File: config.mk
export PLATFORM = sky130hd
export DESIGN_NAME = color_clear_engine_flat
export DESIGN_NICKNAME = d
export VERILOG_FILES = /design/src/rtl/color_clear_if.sv /design/src/rtl/color_clear_engine.sv /design/src/flat_wrapper.sv
export SDC_FILE = /design/constraint.sdc
export NUM_CORES = 1
export LEC_CHECK = 0
export CAP_MARGIN = 20
export CELL_PAD_IN_SITES_DETAIL_PLACEMENT = 1
export CELL_PAD_IN_SITES_GLOBAL_PLACEMENT = 1
export CORE_UTILIZATION = 40
export DETAILED_ROUTE_END_ITERATION = 6
export PLACE_DENSITY = 0.88
export SLEW_MARGIN = 40
export SYNTH_ARGS = -nofsm -noshare
export SYNTH_HDL_FRONTEND = slang
export SYNTH_SLANG_ARGS = --single-unit
File: constraint.sdc
create_clock -name clk -period 5.6 [get_ports clk]
set_clock_uncertainty 0.05 [all_clocks]
set_input_delay 1.12 -clock clk [delete_from_list [all_inputs] [get_ports clk]]
set_output_delay 1.12 -clock clk [all_outputs]
set_load 0.01 [all_outputs]
File: src/rtl/color_clear_if.sv
// ----------------------------------------------------------------------------
// color_clear_if
// Purpose : Bundles the colour-register controller side (pass-through writes,
//           clear request) and the frame-buffer write port of the colour
//           clear engine into one interface.
// Ports   : in_addr/in_data/in_we     pass-through write from controller
//           clear_request/fill_data   clear pulse and fill byte
//           fb_grant                  frame buffer accepts the write this cycle
//           fb_addr/fb_data/fb_write_enable  registered frame-buffer write
//           clear_in_progress         controller write blocking
//           dropped_write             sticky lost-write flag
//           clear_done                only with COLOR_CLEAR_DONE_EN defined
// Modports: master = controller / frame-buffer side, slave = engine.
// ----------------------------------------------------------------------------
interface color_clear_if #(
    parameter int ADDR_W = 14
);
    logic [ADDR_W-1:0] in_addr;
    logic [7:0]        in_data;
    logic              in_we;
    logic              clear_request;
    logic [7:0]        fill_data;
    logic              fb_grant;
    logic [ADDR_W-1:0] fb_addr;
    logic [7:0]        fb_data;
    logic              fb_write_enable;
    logic              clear_in_progress;
    logic              dropped_write;
`ifdef COLOR_CLEAR_DONE_EN
    logic              clear_done;
`endif

    modport master (
        output in_addr, in_data, in_we, clear_request, fill_data, fb_grant,
        input  fb_addr, fb_data, fb_write_enable, clear_in_progress, dropped_write
`ifdef COLOR_CLEAR_DONE_EN
        , input clear_done
`endif
    );

    modport slave (
        input  in_addr, in_data, in_we, clear_request, fill_data, fb_grant,
        output fb_addr, fb_data, fb_write_enable, clear_in_progress, dropped_write
`ifdef COLOR_CLEAR_DONE_EN
        , output clear_done
`endif
    );
endinterface

File: src/rtl/color_clear_engine.sv
// ----------------------------------------------------------------------------
// color_clear_engine
// Purpose : Sits between the colour-register controller and the frame-buffer
//           A/B mux. Passes single-byte colour writes through with one cycle
//           of latency; on clear_request it owns the write port and fills
//           BASE_ADDR..BASE_ADDR+CELL_COUNT-1 with the latched fill byte, one
//           byte per granted cycle.
// Ports   : clk    clock
//           reset  synchronous, active-high reset
//           bus    color_clear_if.slave (see color_clear_if for signal list)
// Config  : COLOR_CLEAR_DONE_EN adds bus.clear_done, a registered one-cycle
//           pulse in the cycle clear_in_progress falls.
// ----------------------------------------------------------------------------
module color_clear_engine #(
    parameter int BASE_ADDR  = 8000,
    parameter int CELL_COUNT = 1000,
    parameter int ADDR_W     = 14
) (
    input  logic          clk,
    input  logic          reset,
    color_clear_if.slave  bus
);

    localparam int CNT_W = $clog2(CELL_COUNT + 1);
    localparam logic [ADDR_W-1:0] BASE_A   = ADDR_W'(BASE_ADDR);
    localparam logic [CNT_W-1:0]  LAST_CNT = CNT_W'(CELL_COUNT - 1);

    // The fill region must fit in the address space without wrapping.
    if (BASE_ADDR + CELL_COUNT - 1 > (2 ** ADDR_W) - 1) begin : g_range_err
        $error("color_clear_engine: colour region exceeds address space");
    end

    // PEND: clear accepted but a held pass-through write must complete first.
    typedef enum logic [1:0] {
        ST_IDLE  = 2'd0,
        ST_PEND  = 2'd1,
        ST_CLEAR = 2'd2
    } state_e;

    state_e            state_q, state_d;
    logic [ADDR_W-1:0] fb_addr_q, fb_addr_d;
    logic [7:0]        fb_data_q, fb_data_d;
    logic              fb_we_q, fb_we_d;
    logic              cip_q, cip_d;
    logic              dropped_q, dropped_d;
    logic [7:0]        fill_q, fill_d;
    logic [CNT_W-1:0]  cnt_q, cnt_d;
    logic              slot_free_s;
`ifdef COLOR_CLEAR_DONE_EN
    logic              done_q, done_d;
`endif

    // Output slot can take a new write if empty or being accepted this cycle.
    assign slot_free_s = !fb_we_q || bus.fb_grant;

    // Next-state and next-output computation.
    always_comb begin
        state_d   = state_q;
        fb_addr_d = fb_addr_q;
        fb_data_d = fb_data_q;
        fb_we_d   = fb_we_q;
        cip_d     = cip_q;
        dropped_d = dropped_q;
        fill_d    = fill_q;
        cnt_d     = cnt_q;
`ifdef COLOR_CLEAR_DONE_EN
        done_d    = 1'b0;
`endif
        case (state_q)
            ST_IDLE: begin
                // Retire an accepted write; a stalled one keeps its contents.
                if (slot_free_s) begin
                    fb_we_d = 1'b0;
                end else begin
                    fb_we_d = fb_we_q;
                end
                if (bus.in_we) begin
                    if (slot_free_s) begin
                        fb_addr_d = bus.in_addr;
                        fb_data_d = bus.in_data;
                        fb_we_d   = 1'b1;
                    end else begin
                        dropped_d = 1'b1;
                    end
                end else begin
                    dropped_d = dropped_q;
                end
                if (bus.clear_request) begin
                    fill_d = bus.fill_data;
                    cnt_d  = {CNT_W{1'b0}};
                    cip_d  = 1'b1;
                    // Start straight away only if no write occupies the slot
                    // next cycle; otherwise wait for that write to complete.
                    if (slot_free_s && !bus.in_we) begin
                        state_d   = ST_CLEAR;
                        fb_addr_d = BASE_A;
                        fb_data_d = bus.fill_data;
                        fb_we_d   = 1'b1;
                    end else begin
                        state_d = ST_PEND;
                    end
                end else begin
                    state_d = ST_IDLE;
                end
            end
            ST_PEND: begin
                if (bus.in_we) begin
                    dropped_d = 1'b1;
                end else begin
                    dropped_d = dropped_q;
                end
                if (bus.fb_grant) begin
                    state_d   = ST_CLEAR;
                    fb_addr_d = BASE_A;
                    fb_data_d = fill_q;
                    fb_we_d   = 1'b1;
                    cnt_d     = {CNT_W{1'b0}};
                end else begin
                    state_d = ST_PEND;
                end
            end
            ST_CLEAR: begin
                if (bus.in_we) begin
                    dropped_d = 1'b1;
                end else begin
                    dropped_d = dropped_q;
                end
                if (bus.fb_grant) begin
                    if (cnt_q == LAST_CNT) begin
                        state_d = ST_IDLE;
                        fb_we_d = 1'b0;
                        cip_d   = 1'b0;
`ifdef COLOR_CLEAR_DONE_EN
                        done_d  = 1'b1;
`endif
                    end else begin
                        cnt_d     = cnt_q + CNT_W'(1);
                        fb_addr_d = fb_addr_q + ADDR_W'(1);
                    end
                end else begin
                    state_d = ST_CLEAR;
                end
            end
            default: begin
                state_d = ST_IDLE;
                fb_we_d = 1'b0;
                cip_d   = 1'b0;
            end
        endcase
    end

    // State and output registers with synchronous reset.
    always_ff @(posedge clk) begin
        if (reset) begin
            state_q   <= ST_IDLE;
            fb_addr_q <= {ADDR_W{1'b0}};
            fb_data_q <= 8'h00;
            fb_we_q   <= 1'b0;
            cip_q     <= 1'b0;
            dropped_q <= 1'b0;
            fill_q    <= 8'h00;
            cnt_q     <= {CNT_W{1'b0}};
`ifdef COLOR_CLEAR_DONE_EN
            done_q    <= 1'b0;
`endif
        end else begin
            state_q   <= state_d;
            fb_addr_q <= fb_addr_d;
            fb_data_q <= fb_data_d;
            fb_we_q   <= fb_we_d;
            cip_q     <= cip_d;
            dropped_q <= dropped_d;
            fill_q    <= fill_d;
            cnt_q     <= cnt_d;
`ifdef COLOR_CLEAR_DONE_EN
            done_q    <= done_d;
`endif
        end
    end

    assign bus.fb_addr           = fb_addr_q;
    assign bus.fb_data           = fb_data_q;
    assign bus.fb_write_enable   = fb_we_q;
    assign bus.clear_in_progress = cip_q;
    assign bus.dropped_write     = dropped_q;
`ifdef COLOR_CLEAR_DONE_EN
    assign bus.clear_done        = done_q;
`endif

endmodule

File: src/flat_wrapper.sv
// flat-port wrapper written by rule: the top's interface ports become plain ports
module color_clear_engine_flat 
#(
    parameter int BASE_ADDR  = 8000,
    parameter int CELL_COUNT = 1000,
    parameter int ADDR_W     = 14
)
  (clk, reset, bus_in_addr, bus_in_data, bus_in_we, bus_clear_request, bus_fill_data, bus_fb_grant, bus_fb_addr, bus_fb_data, bus_fb_write_enable, bus_clear_in_progress, bus_dropped_write);
  color_clear_if #(.ADDR_W(ADDR_W)) bus_i ();
  input  logic clk;
  input  logic reset;
  input wire logic [$bits(bus_i.in_addr)-1:0] bus_in_addr;
  input wire logic [$bits(bus_i.in_data)-1:0] bus_in_data;
  input wire logic [$bits(bus_i.in_we)-1:0] bus_in_we;
  input wire logic [$bits(bus_i.clear_request)-1:0] bus_clear_request;
  input wire logic [$bits(bus_i.fill_data)-1:0] bus_fill_data;
  input wire logic [$bits(bus_i.fb_grant)-1:0] bus_fb_grant;
  output wire logic [$bits(bus_i.fb_addr)-1:0] bus_fb_addr;
  output wire logic [$bits(bus_i.fb_data)-1:0] bus_fb_data;
  output wire logic [$bits(bus_i.fb_write_enable)-1:0] bus_fb_write_enable;
  output wire logic [$bits(bus_i.clear_in_progress)-1:0] bus_clear_in_progress;
  output wire logic [$bits(bus_i.dropped_write)-1:0] bus_dropped_write;
  assign bus_i.in_addr = bus_in_addr;
  assign bus_i.in_data = bus_in_data;
  assign bus_i.in_we = bus_in_we;
  assign bus_i.clear_request = bus_clear_request;
  assign bus_i.fill_data = bus_fill_data;
  assign bus_i.fb_grant = bus_fb_grant;
  assign bus_fb_addr = bus_i.fb_addr;
  assign bus_fb_data = bus_i.fb_data;
  assign bus_fb_write_enable = bus_i.fb_write_enable;
  assign bus_clear_in_progress = bus_i.clear_in_progress;
  assign bus_dropped_write = bus_i.dropped_write;
  color_clear_engine #(.BASE_ADDR(BASE_ADDR), .CELL_COUNT(CELL_COUNT), .ADDR_W(ADDR_W)) u_core (.clk(clk), .reset(reset), .bus(bus_i));
endmodule
==> qor.tcl <==
set qor(detail_route.wirelength.met1_microns) 4094
set qor(number_of_core_rows) 29
set qor(worst-endpoint-required_ns) 5.74
set qor(place_hpwl_microns) 6091
set qor(first_global_vias) 2832
set qor(synth.ff_latch_count) 45
set qor(core-area_sq_um) 6459
set qor(place_inst) 464
set qor(mappedNetlistArea_sq_um) 2729
set qor(clk_transition_reported_paths_ns) 0.08
set qor(cts_tree) {built}
set qor(grt_first_pass_wirelength_microns) 14190
set qor(report.final.setup_viol) 0
set qor(endpoint_of_the_worst_hold_path) {u_core.fill_q[7]}
set qor(wl_per_cell_microns) 18.28
set qor(buffer_ports.inserted) 59
set qor(yosysTopAreaCell) {sky130_fd_sc_hd__dfxtp_1}
set qor(grt_max_degree) 37
set qor(synthesis.area_per_instance_sq_um) 7.864
set qor(post-route-period-util_pct) 58.32
set qor(grt_overflow) 0
set qor(antenna_cells_inserted) 0
set qor(mappedNetlistNets) 388
set qor(routed_wl_microns) 8628
set qor(layout-area-overhead-vs-synth_pct) 25.91
set qor(dr_total_vias) 2796
set qor(ctsResizeCount) 0
set qor(worst_pin_slew_ns) 0.7912
set qor(worst_hold_startpoint) {u_core.fill_q[7]}
set qor(drtIter0Drc) 153
set qor(regToRegSetupSlack_ns) 2.92
set qor(synth_top_flop_cell) {sky130_fd_sc_hd__dfxtp_1}
set qor(cts_max_level) 2
set qor(grt.total_usage_pct) 24.79
set qor(final-instance-count-excl-fill) 472
set qor(rr_startpoint) {u_core.state_q[0]}
set qor(yosys.area.top_type_share_pct) 33.01
set qor(max_clock_freq_ghz) 0.3062
set qor(die_width_microns) 84.60
set qor(num-fill-cells) 808
set qor(fin_util_pct) 53.20
set qor(yosys-top-cells-area) {sky130_fd_sc_hd__dfxtp_1 (33%), sky130_fd_sc_hd__nand2_1 (6.7%), sky130_fd_sc_hd__nor2_1 (5.4%)}
set qor(io_pins) 60
set qor(synth_cells) 347
set qor(rsz0062_at_grt) {false}
set qor(drv.max_cap_violation_count) 0
set qor(cellPowerDensity_nw_per_um2) 290.9
set qor(routabilityCongestion) 0.8400
set qor(ff2ff_path_depth) 8
set qor(finalWorstPathRequiredPeriod_ns) 3.266
set qor(highest-signal-layer) {met4}
set qor(async_reset_ff_share_pct) 0
set qor(worst_case_vdd_ir_drop_mv) 0.1293
set qor(fp.dieH_microns) 84.60
set qor(path_max_fanout) 11
set qor(floorplan.die_area_sq_um) 7156
set qor(clock-root-buffer) {sky130_fd_sc_hd__clkbuf_8}
set qor(place_worst_setup_slack_ns) 2.044
set qor(avgViaCountPerCell) 5.924
set qor(clk-insertion-delay-late_ns) 0.30
set qor(most_frequent_cell_after_synthesis) {sky130_fd_sc_hd__nand2_1}
set qor(postCtsHoldBufs) 0
set qor(numCtsBuffers) 5
set qor(initial_core_util_pct) 42.25
set qor(route.met3.wl_microns) 323
set qor(grt_antenna_before_repair) 0
set qor(yosys-top-cells-count) {sky130_fd_sc_hd__nand2_1 (49), sky130_fd_sc_hd__dfxtp_1 (45), sky130_fd_sc_hd__nor2_1 (39), sky130_fd_sc_hd__a21oi_1 (24), sky130_fd_sc_hd__o21ai_0 (15)}
set qor(critPathArrivalTime_ns) 3.41
set qor(antenna_left) 0
set qor(synth_edf_count) 0
set qor(slew_violations) 0
set qor(timing.setup.critical_path_class) {input pin to flop}
set qor(cts_max_path_buffers) 2
set qor(leakagePower_uw) 0.001217
set qor(met2_wirelength_microns) 4090
set qor(regToRegEndpoint) {u_core.bus.fb_addr[7]}
set qor(outcome) {completed}
set qor(yosys.cell_types.count) 60
set qor(synth_seq_area_share_pct) 33.01
set qor(tns_ns) 0
set qor(setup_slack_ns) 2.334
set qor(drive_above_1_share_pct) 7.089
set qor(dr.pass1.iters) 4
set qor(holdPathStages) 2
set qor(hold_viol) 0
set qor(crit_path_end_kind) {flop}
set qor(postCtsSetupBuffers) 0
set qor(setup.worst_path.start_class) {input pin}
set qor(worst_min_delay_path_class) {flop to flop}
set qor(cts_sink_cnt) 45
set qor(final_net_count) 435
set qor(synthesis.yosys.warnings) 0
set qor(remaining_design_rule_violation_count) 0
set qor(slew_headroom_pct) 45.89
==> final cells by class <==
class / count / area [sq um] / share of cell area [%]
flip-flops and latches: 45 / 900.9 / 26.22
multi-input cells: 269 / 1668 / 48.54
repair buffers: 62 / 613.1 / 17.84
clock buffers: 7 / 86.33 / 2.513
inverters: 11 / 41.29 / 1.202
clock inverters: 1 / 30.03 / 0.8740
well taps: 77 / 96.34 / 2.804
==> where the power goes <==
part | total [uW] | internal (uW) | switching, uW
clock | 258 | 146 | 113
sequential | 402 | 358 | 43.5
combinational | 339 | 158 | 181
==> cells in the final DEF (no fill, tap or decap), types with 3 or more instances in the layout <==
cell and n:
sky130_fd_sc_hd__and3_1 10, sky130_fd_sc_hd__nor2_1 39, sky130_fd_sc_hd__nor4_1 3, sky130_fd_sc_hd__o311a_1 9
sky130_fd_sc_hd__buf_4 3, sky130_fd_sc_hd__a211oi_1 14, sky130_fd_sc_hd__a21oi_1 24, sky130_fd_sc_hd__or3_1 4
sky130_fd_sc_hd__clkdlybuf4s50_1 59, sky130_fd_sc_hd__nor3_1 13, sky130_fd_sc_hd__xnor2_1 8, sky130_fd_sc_hd__dfxtp_1 45
sky130_fd_sc_hd__clkbuf_8 6, sky130_fd_sc_hd__o21ai_0 15, sky130_fd_sc_hd__ha_1 4, sky130_fd_sc_hd__o31ai_1 3
sky130_fd_sc_hd__nand3_1 11, sky130_fd_sc_hd__o22ai_1 5, sky130_fd_sc_hd__nand2_1 49, sky130_fd_sc_hd__inv_1 10
sky130_fd_sc_hd__a211oi_2 3, sky130_fd_sc_hd__nor2b_1 4, sky130_fd_sc_hd__nand4_1 6, sky130_fd_sc_hd__nand2b_1 3
==> cell families (layout without fill, tap and decap cells) <==
kind of cell               after synthesis  after routing  share of synthesized area (%)
DFF                                     45             45                          33.01
adders and majority gates                6              6                          2.751
buffers and inverters                   33             81                          6.189
xor gates and xnor gates                10             10                          3.210
and+or+nand+nor                        152            152                          27.24
muxes                                    2              2                         0.7336
AOI/OAI and AO/OA                       99             99                          26.87
==> flip-flops by register name (all words and copies together) (netlist names) <==
| name | cells |
|---|---|
| u_core.fill_q | 8 |
| u_core.bus.fb_addr | 14 |
| u_core.bus.dropped_write | 1 |
| u_core.cnt_q | 10 |
| u_core.bus.fb_write_enable | 1 |
| u_core.state_q | 2 |
| u_core.bus.fb_data | 8 |
| u_core.bus.clear_in_progress | 1 |
==> how the worst max path moves through the flow <==
stage | cells after the start | end | startpoint
final | 7 | u_core.bus.fb_addr[7] | bus_fb_grant
after global routing | 7 | u_core.bus.fb_addr[7] | bus_fb_grant
after CTS | 7 | u_core.bus.fb_addr[7] | bus_fb_grant
after detailed placement | 7 | u_core.bus.fb_addr[7] | bus_fb_grant
after global placement | 6 | u_core.bus.fb_addr[7] | bus_fb_grant
after floorplan | 8 | u_core.bus.fb_addr[7] | bus_fb_grant
==> worst max-delay path: stages <==
cell                              delay [ns]
sky130_fd_sc_hd__clkdlybuf4s50_1        0.67
sky130_fd_sc_hd__o21bai_1               0.19
sky130_fd_sc_hd__nand2_1                0.28
sky130_fd_sc_hd__a221oi_2               0.58
sky130_fd_sc_hd__buf_4                  0.27
sky130_fd_sc_hd__a21oi_1                0.07
sky130_fd_sc_hd__a211o_1                0.22
==> per-stage QoR <==
stage / power (uW) / hold slack [ns] / cell area, sq um
2_1_floorplan: 602.9 / 0.3866 / 2729
3_3_place_gp: 728.2 / 0.3927 / 3303
3_5_place_dp: 743.3 / 0.4034 / 3319
4_1_cts: 1003 / 0.4191 / 3436
5_1_grt: 1051 / 0.4449 / 3436
6_report: 999.4 / 0.4111 / 3436
==> metal layers <==
| metal | GRT usage [%] | up-vias |
|---|---|---|
| li1 | - | 1358 |
| met1 | 33.47 | 1360 |
| met2 | 41.17 | 65 |
| met3 | 3.835 | 13 |
| met4 | 6.780 | 0 |
| met5 | 0 | - |
Note: power is estimated with default switching activity, not from simulation.
